--- src/rtl/perf_counter_bank_pkg.sv ---
// Shared definitions for the performance counter bank: event channel
// assignments and the index-width helper used to size the select ports.
package perf_pkg;

    typedef enum int unsigned {
        EV_CYCLE    = 0,
        EV_INSTR    = 1,
        EV_MEM_RD   = 2,
        EV_MEM_WR   = 3,
        EV_RF_RD    = 4,
        EV_RF_WR    = 5,
        EV_BR_TAKEN = 6,
        EV_STALL    = 7
    } perf_event_e;

    // Width of a channel index; a single-channel bank still has a 1-bit index.
    function automatic int idx_width(input int n);
        return (n > 1) ? $clog2(n) : 1;
    endfunction

endpackage

--- src/rtl/perf_counter_cell.sv ---
// One performance counter channel: counter register, sticky overflow flag,
// and wrap/saturate behaviour at all-ones.
module perf_counter_cell #(
    parameter int CNT_WIDTH = 32,
    parameter int SATURATE  = 0
) (
    input  logic                 clk,
    input  logic                 reset,
    input  logic                 inc,
    input  logic                 clr,
    output logic [CNT_WIDTH-1:0] cnt,
    output logic                 ovf
);

    logic [CNT_WIDTH-1:0] cnt_q, cnt_d;
    logic                 ovf_q, ovf_d;

    // Next-state: clear beats increment; at all-ones either wrap or hold, flagging overflow.
    always_comb begin
        cnt_d = cnt_q;
        ovf_d = ovf_q;
        if (clr) begin
            cnt_d = '0;
            ovf_d = 1'b0;
        end else if (inc) begin
            if (&cnt_q) begin
                ovf_d = 1'b1;
                cnt_d = (SATURATE != 0) ? cnt_q : '0;
            end else begin
                cnt_d = cnt_q + CNT_WIDTH'(1);
            end
        end
    end

    // Counter and flag registers with asynchronous clear.
    always_ff @(posedge clk or posedge reset) begin
        if (reset) begin
            cnt_q <= '0;
            ovf_q <= 1'b0;
        end else begin
            cnt_q <= cnt_d;
            ovf_q <= ovf_d;
        end
    end

    assign cnt = cnt_q;
    assign ovf = ovf_q;

endmodule

--- src/rtl/perf_counter_bank.sv ---
// Bank of NUM_CNT event counters with per-channel enable, global halt,
// single/all clear and a one-cycle-latency read port.
// Optional macro PERFCNT_SNAPSHOT_EN adds snap_req and a shadow bank that
// reads are served from.
module perf_counter_bank
    import perf_pkg::*;
#(
    parameter int  NUM_CNT   = 8,
    parameter int  CNT_WIDTH = 32,
    parameter int  SATURATE  = 0,
    localparam int IDX_W     = idx_width(NUM_CNT)
) (
    input  logic                 clk,
    input  logic                 reset,
    input  logic [NUM_CNT-1:0]   ev_inc,
    input  logic [NUM_CNT-1:0]   cnt_en,
    input  logic                 halt,
    input  logic                 clr_req,
    input  logic [IDX_W-1:0]     clr_idx,
    input  logic                 clr_all,
`ifdef PERFCNT_SNAPSHOT_EN
    input  logic                 snap_req,
`endif
    input  logic                 rd_req,
    input  logic [IDX_W-1:0]     rd_idx,
    output logic                 rd_valid,
    output logic [CNT_WIDTH-1:0] rd_data,
    output logic                 rd_err,
    output logic                 rd_ovf,
    output logic                 ovf_any
);

    logic [NUM_CNT-1:0]   inc;
    logic [NUM_CNT-1:0]   clr;
    logic [CNT_WIDTH-1:0] cnt [NUM_CNT];
    logic [NUM_CNT-1:0]   ovf;
    logic [CNT_WIDTH-1:0] rd_src [NUM_CNT];

    logic                 rd_hit;
    logic [CNT_WIDTH-1:0] rd_sel_data;
    logic                 rd_sel_ovf;

    logic                 rd_valid_q, rd_valid_d;
    logic [CNT_WIDTH-1:0] rd_data_q,  rd_data_d;
    logic                 rd_err_q,   rd_err_d;
    logic                 rd_ovf_q,   rd_ovf_d;

    assign inc = ev_inc & cnt_en & {NUM_CNT{~halt}};

    // Clear decode; an index with no matching channel selects nothing.
    always_comb begin
        clr = '0;
        for (int unsigned i = 0; i < NUM_CNT; i++) begin
            clr[i] = clr_all | (clr_req && (clr_idx == IDX_W'(i)));
        end
    end

    for (genvar g = 0; g < NUM_CNT; g++) begin : g_cell
        perf_counter_cell #(
            .CNT_WIDTH (CNT_WIDTH),
            .SATURATE  (SATURATE)
        ) u_cell (
            .clk   (clk),
            .reset (reset),
            .inc   (inc[g]),
            .clr   (clr[g]),
            .cnt   (cnt[g]),
            .ovf   (ovf[g])
        );
    end

`ifdef PERFCNT_SNAPSHOT_EN
    logic [CNT_WIDTH-1:0] shadow_q [NUM_CNT];

    // Shadow bank captures the registered (pre-increment) counts; clears do not touch it.
    always_ff @(posedge clk or posedge reset) begin
        if (reset) begin
            for (int unsigned i = 0; i < NUM_CNT; i++) shadow_q[i] <= '0;
        end else if (snap_req) begin
            for (int unsigned i = 0; i < NUM_CNT; i++) shadow_q[i] <= cnt[i];
        end
    end

    assign rd_src = shadow_q;
`else
    assign rd_src = cnt;
`endif

    // Read select by comparison rather than array indexing so out-of-range indices simply miss.
    always_comb begin
        rd_hit      = 1'b0;
        rd_sel_data = '0;
        rd_sel_ovf  = 1'b0;
        for (int unsigned i = 0; i < NUM_CNT; i++) begin
            if (rd_idx == IDX_W'(i)) begin
                rd_hit      = 1'b1;
                rd_sel_data = rd_src[i];
                rd_sel_ovf  = ovf[i];
            end
        end
    end

    // Response next-state; every field is zero unless a request is being answered.
    always_comb begin
        rd_valid_d = rd_req;
        rd_data_d  = (rd_req && rd_hit) ? rd_sel_data : '0;
        rd_err_d   = rd_req & ~rd_hit;
        rd_ovf_d   = rd_req & rd_hit & rd_sel_ovf;
    end

    // Response registers; reset drops any response in flight.
    always_ff @(posedge clk or posedge reset) begin
        if (reset) begin
            rd_valid_q <= 1'b0;
            rd_data_q  <= '0;
            rd_err_q   <= 1'b0;
            rd_ovf_q   <= 1'b0;
        end else begin
            rd_valid_q <= rd_valid_d;
            rd_data_q  <= rd_data_d;
            rd_err_q   <= rd_err_d;
            rd_ovf_q   <= rd_ovf_d;
        end
    end

    assign rd_valid = rd_valid_q;
    assign rd_data  = rd_data_q;
    assign rd_err   = rd_err_q;
    assign rd_ovf   = rd_ovf_q;
    assign ovf_any  = |ovf;

endmodule

--- config.mk ---
export PLATFORM = sky130hd
export DESIGN_NAME = perf_counter_bank
export DESIGN_NICKNAME = d
export VERILOG_FILES = /design/src/rtl/perf_counter_bank_pkg.sv /design/src/rtl/perf_counter_cell.sv /design/src/rtl/perf_counter_bank.sv
export SDC_FILE = /design/constraint.sdc
export NUM_CORES = 1
export LEC_CHECK = 0
export CORE_MARGIN = 10
export CORE_UTILIZATION = 50
export DETAILED_ROUTE_END_ITERATION = 10
export PLACE_DENSITY_LB_ADDON = 0.05
export SYNTH_ARGS = -nofsm -noshare
export SYNTH_HDL_FRONTEND = slang
export SYNTH_SLANG_ARGS = --single-unit
export TNS_END_PERCENT = 30
--- constraint.sdc ---
create_clock -name clk -period 9.5 [get_ports clk]
set_input_delay 0.95 -clock clk [delete_from_list [all_inputs] [get_ports clk]]
set_output_delay 0.95 -clock clk [all_outputs]
set_load 0.03 [all_outputs]
; ---- Word-level counts from Yosys, hierarchy flattened
; Index checks and enable logic that the tools add are counted.
[classes]
addsub = 8
mul = 0
div_mod_pow = 0
order_cmp = 0
n_eq_ne = 14
shift = 0
n_mux = 73
bitwise = 15
n_reduce_logical = 44
[ops]
columns = operator, n
row1 = two-way mux 32 bit, 33
row2 = adder 32 x 1 -> 32 bit (second input constant), 8
row3 = AND reduction 32 bit, 8
row4 = two-way mux 1 bit, 40
row5 = nonzero test 2 bit, 16
row6 = equality test 3 bit (second input constant), 8
row7 = AND 8 bit, 2
row8 = AND reduction 2 bit, 8
row9 = equality test 3 x 2 -> 1 bit (second input constant), 4
row10 = logical AND 1 bit, 9
row11 = OR 1 bit, 8
row12 = OR reduction 8 bit, 1
row13 = equality test 3 x 1 -> 1 bit (second input constant), 2
row14 = zero test 3 bit, 2
row15 = AND 1 bit, 3
row16 = NOT 1 bit, 2
[totals]
ff_bits = 299
latchBits = 0
ramBits = 0
rom_bits = 0
in_bits = 28
out_inout_bits = 36
wordCells = 174
mem_count = 0

; ---- Depth between registers and ports, before layout
; Gate-level depths: netlist (run 1).
[logic_depth]
ltp_word = 11
depth_mapped = 8
depth_no_buf = 6

; ---- By module
; A second synthesis (run 1) with hierarchy kept.
[hier_totals]
hier_cells = 1880
hier_area_um2 = 18156.2
[modules_own_cells]
columns = mod, instances, cells_per_inst, area_per_inst_um2, seq_area_each_um2
row1 = perf_counter_cell (g_cell[0].u_cell ...), 7, 181, 1826.8, 825.8
row2 = perf_counter_bank, 1, 420, 3569.7, 875.8
row3 = perf_counter_cell (g_cell[7].u_cell), 1, 193, 1799.2, 825.8

; ---- Worst setup path before layout (run 1)
; OpenSTA, ideal clock, no wires.
[synth_timing]
kind = input -> register
start = input port clr_idx[2]
end = register g_cell[3].u_cell.cnt_q[29]
setup_time_ns = 0.078
arrival_time_ns = 2.734
required_time_ns = 9.422
slack_ns = 6.688
path_stages = 8
path_buffers = 3
cell_sequence = buf_2 -> nand4b_4 -> and3_1 -> clkbuf_1 -> or4_1 -> buf_2 -> or4_1 -> a21oi_1
[synth_via]
elab_chain_cells = 4
word_cells_on_any_way = 5
cone_classes = eq/ne (1) / mux (1) / bitwise (1) / reduce/logical (2)
[synth_rtl]
columns = item, line
row1 = "start, declared", perf_counter_bank.sv:19  ; input logic [IDX_W-1:0] clr_idx,
row2 = equality test 3 x 2 -> 1 bit *, perf_counter_bank.sv:54  ; clr[i] = clr_all | (clr_req && (clr_idx == IDX_W'(i)));
row3 = logical AND 1 bit *, perf_counter_bank.sv:54
row4 = OR 1 bit *, perf_counter_bank.sv:54
row5 = two-way mux 32 bit / nonzero test 2 bit (equally long branches), --
row6 = "end signal, assigned", perf_counter_cell.sv:41  ; cnt_q <= cnt_d;
row7 = "end, declared", perf_counter_cell.sv:15  ; logic [CNT_WIDTH-1:0] cnt_q, cnt_d;
; Mark *: on every way between the ends. The rest lies on a longest branch, timed or not.
; A chain may end at the register's enable or synchronous reset.

; ---- Worst setup path in the final report (run 1)
[layout_timing]
start = input port halt
end = register g_cell[2].u_cell.cnt_q[29]
[layout_via]
elab_chain_cells = 3
[layout_rtl]
columns = item, line
row1 = "start, declared", perf_counter_bank.sv:17  ; input logic halt,
row2 = NOT 1 bit, perf_counter_bank.sv:48  ; assign inc = ev_inc & cnt_en & {NUM_CNT{~halt}};
row3 = AND 8 bit, perf_counter_bank.sv:48
row4 = nonzero test 2 bit (no source line), --
row5 = "end signal, assigned", perf_counter_cell.sv:41
row6 = "end, declared", perf_counter_cell.sv:15
; Every way passes these cells.

==> results of run 1 <==
==> kinds of logic after synthesis <==
logic type / share of synthesized area (%)
fa+ha+maj: 0.590
other cells: 0.0221
mux: 6.89
flops: 44.1
xor+xnor: 8.72
compound gates: 9.40
simple gates: 27.4
buf+inv: 2.82
==> layout by cell type (no fill, tap or decap), types with 8 or more instances in the layout <==
cell type | netlist | layout
sky130_fd_sc_hd__a211oi_1 | 30 | 30
sky130_fd_sc_hd__a21oi_1 | 35 | 35
sky130_fd_sc_hd__and2_1 | 11 | 11
sky130_fd_sc_hd__and3_1 | 33 | 33
sky130_fd_sc_hd__and4_1 | 22 | 22
sky130_fd_sc_hd__buf_4 | 2 | 25
sky130_fd_sc_hd__clkbuf_16 | 0 | 38
sky130_fd_sc_hd__clkbuf_8 | 0 | 10
sky130_fd_sc_hd__clkdlybuf4s50_1 | 0 | 60
sky130_fd_sc_hd__dfrtp_1 | 299 | 299
sky130_fd_sc_hd__ha_1 | 8 | 8
sky130_fd_sc_hd__inv_1 | 31 | 30
sky130_fd_sc_hd__mux2i_1 | 35 | 35
sky130_fd_sc_hd__mux4_2 | 34 | 34
sky130_fd_sc_hd__nand2_1 | 159 | 159
sky130_fd_sc_hd__nand3_1 | 130 | 130
sky130_fd_sc_hd__nand3b_1 | 10 | 10
sky130_fd_sc_hd__nand4_1 | 107 | 107
sky130_fd_sc_hd__nand4b_1 | 8 | 8
sky130_fd_sc_hd__nor2_1 | 257 | 257
sky130_fd_sc_hd__nor2b_1 | 8 | 8
sky130_fd_sc_hd__nor3_1 | 45 | 43
sky130_fd_sc_hd__nor4_1 | 30 | 29
sky130_fd_sc_hd__o211ai_1 | 16 | 16
sky130_fd_sc_hd__o21ai_0 | 89 | 89
sky130_fd_sc_hd__o311ai_0 | 8 | 8
sky130_fd_sc_hd__o31ai_1 | 23 | 23
sky130_fd_sc_hd__or3_1 | 22 | 22
sky130_fd_sc_hd__or4_1 | 18 | 18
sky130_fd_sc_hd__xnor2_1 | 73 | 73
sky130_fd_sc_hd__xor2_1 | 96 | 96
==> power groups by stage <==
stage / Combinational, mW / Clock, mW / Sequential, mW
after CTS: 0.223 / 1.51 / 1.30
after detailed placement: 0.223 / 0 / 1.33
after floorplan: 0.126 / 0 / 1.34
after global routing: 0.242 / 1.56 / 1.30
final: 0.223 / 1.49 / 1.30
after global placement: 0.222 / 0 / 1.33
==> worst min path at each step <==
| stage | startpoint | end | cells past startpoint |
|---|---|---|---|
| after floorplan | g_cell[0].u_cell.cnt[28] | g_cell[0].u_cell.cnt[28] | 1 |
| after global placement | g_cell[0].u_cell.ovf | g_cell[0].u_cell.ovf | 2 |
| after detailed placement | g_cell[0].u_cell.ovf | g_cell[0].u_cell.ovf | 2 |
| after CTS | g_cell[0].u_cell.ovf | g_cell[0].u_cell.ovf | 2 |
| after global routing | g_cell[6].u_cell.cnt[0] | g_cell[6].u_cell.cnt[0] | 1 |
| final | g_cell[0].u_cell.ovf | g_cell[0].u_cell.ovf | 2 |
==> through the flow <==
stage	hold slack [ns]	cell area (sq um)
final	0.533	19300
after global routing	0.574	19300
after CTS	0.531	19300
after detailed placement	0.507	18000
after global placement	0.506	18000
after floorplan	0.462	17000
==> critical path, cell delays in order <==
cell and delay (ns):
sky130_fd_sc_hd__clkdlybuf4s50_1 0.83, sky130_fd_sc_hd__nand3b_1 0.58, sky130_fd_sc_hd__a311oi_4 0.71, sky130_fd_sc_hd__nand3_2 0.26, sky130_fd_sc_hd__or4_1 0.44, sky130_fd_sc_hd__a21oi_1 0.16
==> layout make-up <==
cell class / instances / area share (%)
multi-input combinational: 1397 / 46.8
sequential: 299 / 38.8
clock buffer: 51 / 5.70
timing repair buffer: 87 / 4.14
tap: 448 / 2.91
clock inverter: 14 / 0.986
inverter: 31 / 0.642
==> flip-flops by register name (all words and copies together) (netlist names) <==
register           cells
g_cell.u_cell.cnt    256
rd_data               32
g_cell.u_cell.ovf      8
rd_err                 1
rd_ovf                 1
rd_valid               1
==> layer usage <==
metal	up-vias	track usage (%)	routed length [microns]
li1	6709	-	-
met3	83	3.61	3270
met1	7261	33.9	22500
met5	-	0	16
met2	534	41.3	25100
met4	2	8.83	1660
==> reports/results.ini, run 1 <==
[outcome]
status = completed

[layout]
postLayoutCoreUtil_pct = 57.5
multi_input_comb_area_sq_um = 9030
post_route_cells_drive_above_1_share_pct = 7.93
layoutNonFillerInstCount = 2327
areaGrowthSynthToFinish_pct = 13.7
layout.filler_cells = 2968
fin_nets = 1888
ff_latch_area_sq_um = 7480
insertedDiodeCount = 0

[synthesis]
synth-edff-count = 0
post_synth.cell_area_avg_sq_um = 9.35
yosys_warnings = 0
yosysMostFrequentCell = sky130_fd_sc_hd__dfrtp_1
netlist_area_sq_um = 17000
postSynthCellCount = 1815
netlist.top_cell.by_area = sky130_fd_sc_hd__dfrtp_1
synth.top_cell.area_share_pct = 44.1
dominantRegCellSynth = sky130_fd_sc_hd__dfrtp_1
synth.top_cells.by_count = 299 x sky130_fd_sc_hd__dfrtp_1, 257 x sky130_fd_sc_hd__nor2_1, 159 x sky130_fd_sc_hd__nand2_1
dominant_cells_by_area_after_synthesis = sky130_fd_sc_hd__dfrtp_1 44%, sky130_fd_sc_hd__nor2_1 5.7%, sky130_fd_sc_hd__xor2_1 5.0%
ys_seq_area_share_pct = 44.1
synth-seq-cells = 299
netlist-cell-type-count = 72
synth_async_sr_flop_share_pct = 100
synthesis.nets = 1851

[floorplanning]
design.die.area_sq_um = 41700
initial_utilization_pct = 50.6
die_w_microns = 204
core.rowCount = 67
io_pins = 64
chip_height_microns = 204
core_area_sq_um = 33500

[worst_setup_path]
worstPathMaxFanout = 14
timing.reg2reg.setup_slack_ns = 6.30
timing.critical_path.arrival_ns = 3.94
critical_path_type = input port to register
r2r-end = g_cell[6].u_cell.cnt[22]
critical_path.startpoint = halt
critPathRequiredTime_ns = 9.95
critical_path.endpoint = g_cell[2].u_cell.cnt[29]
crit_path_capture_type = register
timing.critical_path.from_type = input port
crit-reg2reg-launch = g_cell[6].u_cell.cnt[0]
reg2regPathDepth = 6

[global_routing]
number_of_antenna_violations_at_the_first_check_in_global_routing = 1
grt_pass1_vias = 14036
grt_usage_pct = 25.3
grt_max_degree = 107
grt_first_pass_wirelength_mm = 83.1
grt_overflow_total = 0

[job]
max-cap-violations = 0

[timing]
hold_viol = 0
maxSlewViolCount = 0
final.min_clock_period_ns = 3.49
final_setup_violations = 0
min_period_over_period_pct = 36.7
max_clock_freq_ghz = 0.287
post-route-worst-setup-slack_ns = 6.01
fin_skew_ns = 0.0255
rsz0062_at_grt = no
worst_pin_slew_ns = 1.12
slew_headroom_pct = 24.3
fin_tns_setup_ns = 0

[route]
routed-via-count = 14589
drtPass1Iterations = 5
vias_per_cell = 6.27
drt-wirelength-per-cell_microns = 22.6
postRouteWirelength_mm = 52.6
drc_marker_count_from_the_first_detailed_route_iteration = 1224
ant_nets_after_route = 0
drc = 0

[power_and_ir_drop]
ir_drop_mv = 0.134
power.density_nw_per_um2 = 156
report.power.total_mw = 3.01
netSwitchingFraction_pct = 24.7
power.net_switching_mw = 0.744
cell_internal_pwr_mw = 2.27
p_leak_nw = 7.77
share_seq_of_total_power_pct = 43.3
share_clk_of_total_power_pct = 49.3
share_comb_of_total_power_pct = 7.4

[clock_tree]
cts-htree-levels = 2
numCtsBuffers = 36
cts_setup_buffers = 0
ctsLongestPathBuffers = 3
cts_tree = built
cts_root_buf = sky130_fd_sc_hd__clkbuf_16
clk_pin_slew_worst_paths_ns = 0.06
numClockSinks = 299
clk_lat_worst_skew_ns = 0.55
hold_buffers = 0
post_cts.resized_instances = 0

[placement]
placement.setup.worst_slack_ns = 5.54
dp_hpwl_mm = 38.3
routabilityCongestion = 0.949
place.port_buffers = 63
placed_cells = 2262

[hold_path]
timing.hold.worst.class = register to register

Power figures use the tool's default switching activity.
==> inputs of run 2 (changes only) <==
==> constraint.sdc (replaced) <==
create_clock -name clk -period 3.25 [get_ports clk]
set_input_delay 0.325 -clock clk [delete_from_list [all_inputs] [get_ports clk]]
set_output_delay 0.325 -clock clk [all_outputs]
set_load 0.03 [all_outputs]
==> run 2 against run 1 <==
Setup slack worse by 5.6 ns. Clock power rose to 2.7 times the previous value. Clock skew down 0.0079 ns. Worst hold slack worse by 0.30 ns. Via count down 0.21%. Critical path type is now register to register. Critical endpoint is now g_cell[3].u_cell.cnt[9]. Largest cell class unchanged.
==> reports/results.ini, run 2 (synthesis results as in run 1) <==
[outcome]
status = completed

[power_and_ir_drop]
power.density_nw_per_um2 = 438  ; +180%
power.net_switching_mw = 2.11  ; +180%
netSwitchingFraction_pct = 24.6  ; -0.045 points
share_comb_of_total_power_pct = 8.0  ; +0.6 points
cell_internal_pwr_mw = 6.46  ; +180%
p_leak_nw = 7.94  ; +2.1%
report.power.total_mw = 8.57  ; +180%
share_seq_of_total_power_pct = 44.4  ; +1.1 points
share_clk_of_total_power_pct = 47.6  ; -1.7 points
ir_drop_mv = 0.371  ; +180%

[placement]
routabilityCongestion = 0.935  ; -1.4%
dp_hpwl_mm = 38.5  ; +0.62%
placed_cells = 2303  ; +1.8%
dpl-instance-area_sq_um = 18400  ; +2.0%
place.port_buffers = 63  ; unchanged
placement.setup.worst_slack_ns = 0.329  ; -5.21 ns

[clock_tree]
cts_root_buf = sky130_fd_sc_hd__clkbuf_16
cts_setup_buffers = 0  ; unchanged
cts-htree-levels = 2  ; unchanged
numCtsBuffers = 37  ; +2.8%
numClockSinks = 299  ; unchanged
cts_tree = built
ctsLongestPathBuffers = 3  ; unchanged
hold_buffers = 0  ; unchanged
post_cts.resized_instances = 0  ; unchanged
clk_lat_worst_skew_ns = 0.52  ; -0.03 ns
clk_pin_slew_worst_paths_ns = 0.06  ; about the same

[worst_setup_path]
critPathRequiredTime_ns = 3.63  ; -6.32 ns
worstPathMaxFanout = 27  ; +13
critical_path.startpoint = g_cell[3].u_cell.cnt[0]
crit_slowest_cell = sky130_fd_sc_hd__or4b_1
slowest_delay_ns = 0.66  ; -0.17 ns
crit_path_capture_type = register
timing.critical_path.from_type = register
critical_path_type = register to register
cp_cell_sequence = ha_1 > nand4_1 > nor4_2 > or4b_1 > o21ai_4 > buf_4 > nor2_1
crit-reg2reg-launch = g_cell[3].u_cell.cnt[0]
timing.critical_path.arrival_ns = 3.24  ; -0.70 ns
reg2regPathDepth = 7  ; +1

[layout]
final_common_cell = sky130_fd_sc_hd__dfrtp_1
fin_nets = 1930  ; +2.2%
mostFrequentLayoutCells = 299 x sky130_fd_sc_hd__dfrtp_1, 257 x sky130_fd_sc_hd__nor2_1, 159 x sky130_fd_sc_hd__nand2_1, 130 x sky130_fd_sc_hd__nand3_1, 107 x sky130_fd_sc_hd__nand4_1
largest_register_ff_count = 256  ; unchanged
post_route_cells_drive_above_1_share_pct = 9.40  ; +1.5 points
areaGrowthSynthToFinish_pct = 15.2
layout.cell_area.non_filler_sq_um = 19500  ; +1.3%
insertedDiodeCount = 0  ; unchanged
layout.filler_cells = 2980  ; +0.40%
layoutNonFillerInstCount = 2363  ; +1.5%

[floorplanning]
die_w_microns = 204  ; unchanged
initial_utilization_pct = 50.6  ; unchanged
design.die.area_sq_um = 41700  ; unchanged
chip_height_microns = 204  ; unchanged
io_pins = 64  ; unchanged
core.rowCount = 67  ; unchanged
core_area_sq_um = 33500  ; unchanged

[global_routing]
grt_pass1_vias = 13987  ; -0.35%
number_of_antenna_violations_at_the_first_check_in_global_routing = 0  ; -1
grt_overflow_total = 0  ; unchanged
grt_max_degree = 82  ; -23%
grt_first_pass_wirelength_mm = 82.0  ; -1.4%
grt_usage_pct = 25.1  ; -0.22 points

[timing]
slew_headroom_pct = 35.3  ; +11 points
fin_skew_ns = 0.0177  ; -0.00787 ns
worst_pin_slew_ns = 0.963  ; -0.158 ns
final.min_clock_period_ns = 2.86
hold_viol = 0  ; unchanged
fin_tns_setup_ns = 0  ; unchanged
maxSlewViolCount = 0  ; unchanged
rsz0062_at_grt = no
min_period_over_period_pct = 88.1
max_clock_freq_ghz = 0.349
final_setup_violations = 0  ; unchanged
post-route-worst-setup-slack_ns = 0.386  ; -5.63 ns

[route]
drc_marker_count_from_the_first_detailed_route_iteration = 1284  ; +4.9%
postRouteWirelength_mm = 52.3  ; -0.64%
vias_per_cell = 6.16  ; -1.7%
drt-wirelength-per-cell_microns = 22.1  ; -2.2%
ant_nets_after_route = 0  ; unchanged
drc = 0  ; unchanged
routed-via-count = 14558  ; -0.21%
drtPass1Iterations = 6  ; +1

[hold_path]
timing.hold.worst.class = input port to asynchronous set/reset pin

[job]
max-cap-violations = 0  ; unchanged

run 2: routing by layer:
metal  track usage [%]  up-vias  part of all wire (%)
li1                  -     6764                     -
met2              41.2      474                    48
met3              3.39       86                   5.7
met1              33.3     7234                    43
met4              9.18        0                   3.5
met5                 0        -                     0
run 2: through the flow:
step,utilization [%],hold slack [ns]
floorplan,-,0.356
global placement,54.8,0.502
detailed placement,54.8,0.509
CTS,58.3,0.226
global route,58.3,0.248
finish,58.3,0.230
run 2: final cells by class:
type	count	area [sq um]	share of cell area (%)
Tap cell	448	561	2.87
Sequential cell	299	7480	38.3
Timing Repair Buffer	128	1180	6.04
Clock inverter	10	134	0.685
Inverter	31	120	0.615
Multi-Input combinational cell	1397	9020	46.2
Clock buffer	50	1040	5.35
run 2: power groups by stage:
stage	Clock, mW	Combinational (mW)	Sequential [mW]
floorplan	0	0.367	3.91
global placement	0	0.685	3.87
detailed placement	0	0.690	3.87
CTS	4.15	0.691	3.81
global route	4.30	0.747	3.81
finish	4.07	0.688	3.81
run 2: worst paths after layout:
kind                                            end  slack, ns
max                         g_cell[3].u_cell.cnt[9]       0.39
min                         g_cell[0].u_cell.cnt[9]       0.23
max reg2reg                 g_cell[3].u_cell.cnt[9]       0.39
min reg2reg                    g_cell[0].u_cell.ovf       0.52
max in group asynchronous  g_cell[7].u_cell.cnt[15]       2.08
min in group clk                         rd_data[3]       0.30
run 2: critical path: cells and delay by family (launching register included):
kind | cells | cell delay (ns)
compound gates | 1 | 0.17
fa+ha+maj | 1 | 0.23
buf+inv | 1 | 0.32
flops | 1 | 0.40
simple gates | 4 | 1.60
==> inputs of run 3 (changes only) <==
--- a/config.mk
+++ b/config.mk
@@ -5,6 +5,7 @@
 export SDC_FILE = /design/constraint.sdc
 export NUM_CORES = 1
 export LEC_CHECK = 0
+export ABC_AREA = 1
 export CORE_MARGIN = 10
 export CORE_UTILIZATION = 50
 export DETAILED_ROUTE_END_ITERATION = 10
==> run 3 against run 2 <==
Area after synthesis grew 19%. Via count rose by 50%. Clock skew shrank 0.0029 ns. Global-route usage is 4.7 points higher. Non-clock buffer count is 20 lower. Routed wire length grew 44%. Setup slack gained 0.30 ns.
==> reports/results.ini, run 3 <==
[power_and_ir_drop]
report.power.total_mw = 8.91  ; +4.0%
ir_drop_mv = 0.306  ; -18%
power.density_nw_per_um2 = 389  ; -11%
p_leak_nw = 10.3  ; +30%

[timing]
max_clock_freq_ghz = 0.391  ; +12%
hold_viol = 0  ; unchanged
final.min_clock_period_ns = 2.56  ; -0.304 ns
worst_pin_slew_ns = 1.12  ; +0.153 ns
rsz0062_at_grt = no
min_period_over_period_pct = 78.8  ; -9.4 points
final_setup_violations = 0  ; unchanged
maxSlewViolCount = 0  ; unchanged
fin_skew_ns = 0.0148  ; -0.00289 ns
post-route-worst-setup-slack_ns = 0.691  ; +0.304 ns
slew_headroom_pct = 25.3  ; -10 points

[layout]
areaGrowthSynthToFinish_pct = 13.3
fin_nets = 3391  ; +76%
final_common_cell = sky130_fd_sc_hd__nand2_1
post_route_cells_drive_above_1_share_pct = 3.91  ; -5.5 points
largest_register_ff_count = 256  ; unchanged
multi_input_comb_area_sq_um = 11100  ; +23%
layout.filler_cells = 4034  ; +35%
insertedDiodeCount = 0  ; unchanged
ff_latch_area_sq_um = 7480  ; unchanged
mostFrequentLayoutCells = 1176 x sky130_fd_sc_hd__nand2_1, 646 x sky130_fd_sc_hd__nor2_1, 344 x sky130_fd_sc_hd__inv_1, 299 x sky130_fd_sc_hd__dfrtp_1, 269 x sky130_fd_sc_hd__nand3_1

[global_routing]
grt_pass1_vias = 20089  ; +44%
grt_first_pass_wirelength_mm = 116  ; +41%
number_of_antenna_violations_at_the_first_check_in_global_routing = 3  ; +3
grt_max_degree = 105  ; +28%
grt_overflow_total = 0  ; unchanged
grt_usage_pct = 29.8  ; +4.7 points

[synthesis]
netlist.top_cell.by_area = sky130_fd_sc_hd__dfrtp_1
yosysMostFrequentCell = sky130_fd_sc_hd__nand2_1
synth.top_cell.area_share_pct = 37.0  ; -7.1 points
post_synth.cell_area_avg_sq_um = 6.18  ; -34%
synth.top_cells.by_count = 1176 x sky130_fd_sc_hd__nand2_1, 646 x sky130_fd_sc_hd__nor2_1, 345 x sky130_fd_sc_hd__inv_1
synth-edff-count = 0  ; unchanged
netlist-cell-type-count = 41  ; -43%
postSynthCellCount = 3272  ; +80%
netlist_area_sq_um = 20200  ; +19%
synthesis.nets = 3308  ; +79%
dominant_cells_by_area_after_synthesis = sky130_fd_sc_hd__dfrtp_1 37%, sky130_fd_sc_hd__nand2_1 22%, sky130_fd_sc_hd__nor2_1 12%
synth_async_sr_flop_share_pct = 100  ; unchanged
ys_seq_area_share_pct = 37.0  ; -7.1 points
yosys_warnings = 0  ; unchanged
dominantRegCellSynth = sky130_fd_sc_hd__dfrtp_1
synth-seq-cells = 299  ; unchanged

[clock_tree]
clk_pin_slew_worst_paths_ns = 0.06  ; about the same
clk_lat_worst_skew_ns = 0.56  ; +0.04 ns
cts_tree = built
cts-htree-levels = 2  ; unchanged
numCtsBuffers = 38  ; +2.7%
numClockSinks = 299  ; unchanged
hold_buffers = 0  ; unchanged
cts_setup_buffers = 0  ; unchanged
ctsLongestPathBuffers = 3  ; unchanged
post_cts.resized_instances = 0  ; unchanged
cts_root_buf = sky130_fd_sc_hd__clkbuf_16

[route]
routed-via-count = 21878  ; +50%
drc = 0  ; unchanged
ant_nets_after_route = 0  ; unchanged
vias_per_cell = 5.60  ; -9.1%
drc_marker_count_from_the_first_detailed_route_iteration = 2732  ; +110%
drt-wirelength-per-cell_microns = 19.3  ; -13%
postRouteWirelength_mm = 75.3  ; +44%
drtPass1Iterations = 8  ; +2

[worst_setup_path]
timing.critical_path.from_type = register
critPathRequiredTime_ns = 3.67  ; +0.04 ns
crit_path_capture_type = register
crit_buf_inv = 1  ; unchanged
crit_top_cell = sky130_fd_sc_hd__nand2_1
critical_path_type = register to register
cp_cell_sequence = ha_1 > nand2_1 > nor2_1 > nand2_1 > nor2_1 > nand2_1 > nand2_1 > nand2_2 > inv_1 > nor2_1
worstPathMaxFanout = 12  ; -56%
slowest_delay_ns = 0.43  ; -0.23 ns
cp_top_family = simple AND/OR/NAND/NOR gates
crit_slowest_cell = sky130_fd_sc_hd__dfrtp_1
timing.critical_path.arrival_ns = 2.98  ; -0.26 ns

[floorplanning]
die_w_microns = 221  ; +8.3%
initial_utilization_pct = 50.8  ; +0.16 points
core_area_sq_um = 39800  ; +19%
design.die.area_sq_um = 48900  ; +17%
io_pins = 64  ; unchanged
core.rowCount = 73  ; +9.0%
chip_height_microns = 221  ; +8.3%

[placement]
dp_hpwl_mm = 58.7  ; +53%
place.port_buffers = 63  ; unchanged
routabilityCongestion = 1.02  ; +8.8%
placement.setup.worst_slack_ns = 0.337  ; +0.00870 ns

[outcome]
status = completed

[job]
max-cap-violations = 0  ; unchanged

[hold_path]
timing.hold.worst.class = input port to asynchronous set/reset pin

[run 3: cell types whose count changed in the layout (fill, tap and decap cells not counted), sizes merged, moves of 29 or more]
cell,before,now
xor2,96,67
nor2,257,651
nor4,34,1
a21oi,35,105
and3,33,4
mux2i,35,1
xnor2,73,5
nand3,131,269
a211oi,30,0
nand4,109,64
nand2,159,1183
mux4,36,0
inv,31,352
[run 3: cells by family (layout without fill, tap and decap cells)]
kind of cell / count (synthesis) / in the layout / share of synthesized area (%)
adders and majority gates: 8 / 8 / 0.495
and+or+nand+nor: 2255 / 2255 / 45.5
AOI/OAI and AO/OA: 215 / 215 / 5.70
other: 1 / 1 / 0.0186
buffers and inverters: 421 / 529 / 8.09
muxes: 1 / 1 / 0.0495
xor gates and xnor gates: 72 / 72 / 3.12
DFF: 299 / 299 / 37.0
[run 3: layer usage]
layer  vias up  wire length (microns)  global-route usage (%)
li1      10422                      -                       -
met1     10266                  33400                    42.9
met2      1051                  31900                    43.8
met3       137                   7490                    5.52
met4         2                   2400                    9.80
met5         -                     13                       0
[run 3: worst reg2reg max path, cell delays in order, from the launching register on]
cell and delay, ns:
sky130_fd_sc_hd__dfrtp_1 0.43, sky130_fd_sc_hd__ha_1 0.23, sky130_fd_sc_hd__nand2_1 0.11, sky130_fd_sc_hd__nor2_1 0.33, sky130_fd_sc_hd__nand2_1 0.12, sky130_fd_sc_hd__nor2_1 0.16, sky130_fd_sc_hd__nand2_1 0.22, sky130_fd_sc_hd__nand2_1 0.20
sky130_fd_sc_hd__nand2_2 0.13, sky130_fd_sc_hd__inv_1 0.37, sky130_fd_sc_hd__nor2_1 0.10
[run 3: power breakdown]
| group | internal [mW] | total (mW) | switching (mW) | leakage, nW |
|---|---|---|---|---|
| registers | 3.76 | 3.78 | 0.0249 | 4.15 |
| logic | 0.173 | 0.674 | 0.501 | 5.55 |
| clock network | 2.73 | 4.46 | 1.73 | 0.624 |
[run 3: final cells by class]
class	count	share of cell area [%]
Multi-Input combinational cell	2552	48.5
Sequential cell	299	32.7
Inverter	356	5.85
Clock buffer	53	4.75
Timing Repair Buffer	108	4.45
Tap cell	525	2.87
Clock inverter	12	0.847
[run 3: per-stage QoR]
step	utilization, %	cells	instance area (sq um)	setup TNS, ns	hold slack [ns]
after floorplan	-	3272	20200	-313.37	0.356
after global placement	54.3	3840	21600	0	0.505
after detailed placement	54.3	3840	21600	0	0.520
after CTS	57.5	3905	22900	0	0.0943
after global routing	57.5	3905	22900	0	0.119
final	57.5	3905	22900	0	0.0948
[run 3: worst paths after layout]
check	startpoint	end	slack [ns]	cells past startpoint
setup reg to reg	g_cell[6].u_cell.cnt[1]	g_cell[6].u_cell.cnt[2]	0.69	10
hold reg to reg	g_cell[3].u_cell.cnt[0]	g_cell[3].u_cell.cnt[0]	0.53	1
max in group asynchronous	reset	g_cell[5].u_cell.cnt[17]	2.16	4
hold / removal	reset	g_cell[0].u_cell.cnt[14]	0.09	2
min in group clk	cnt_en[1]	g_cell[1].u_cell.cnt[22]	0.46	5
setup / recovery	g_cell[6].u_cell.cnt[1]	g_cell[6].u_cell.cnt[2]	0.69	10
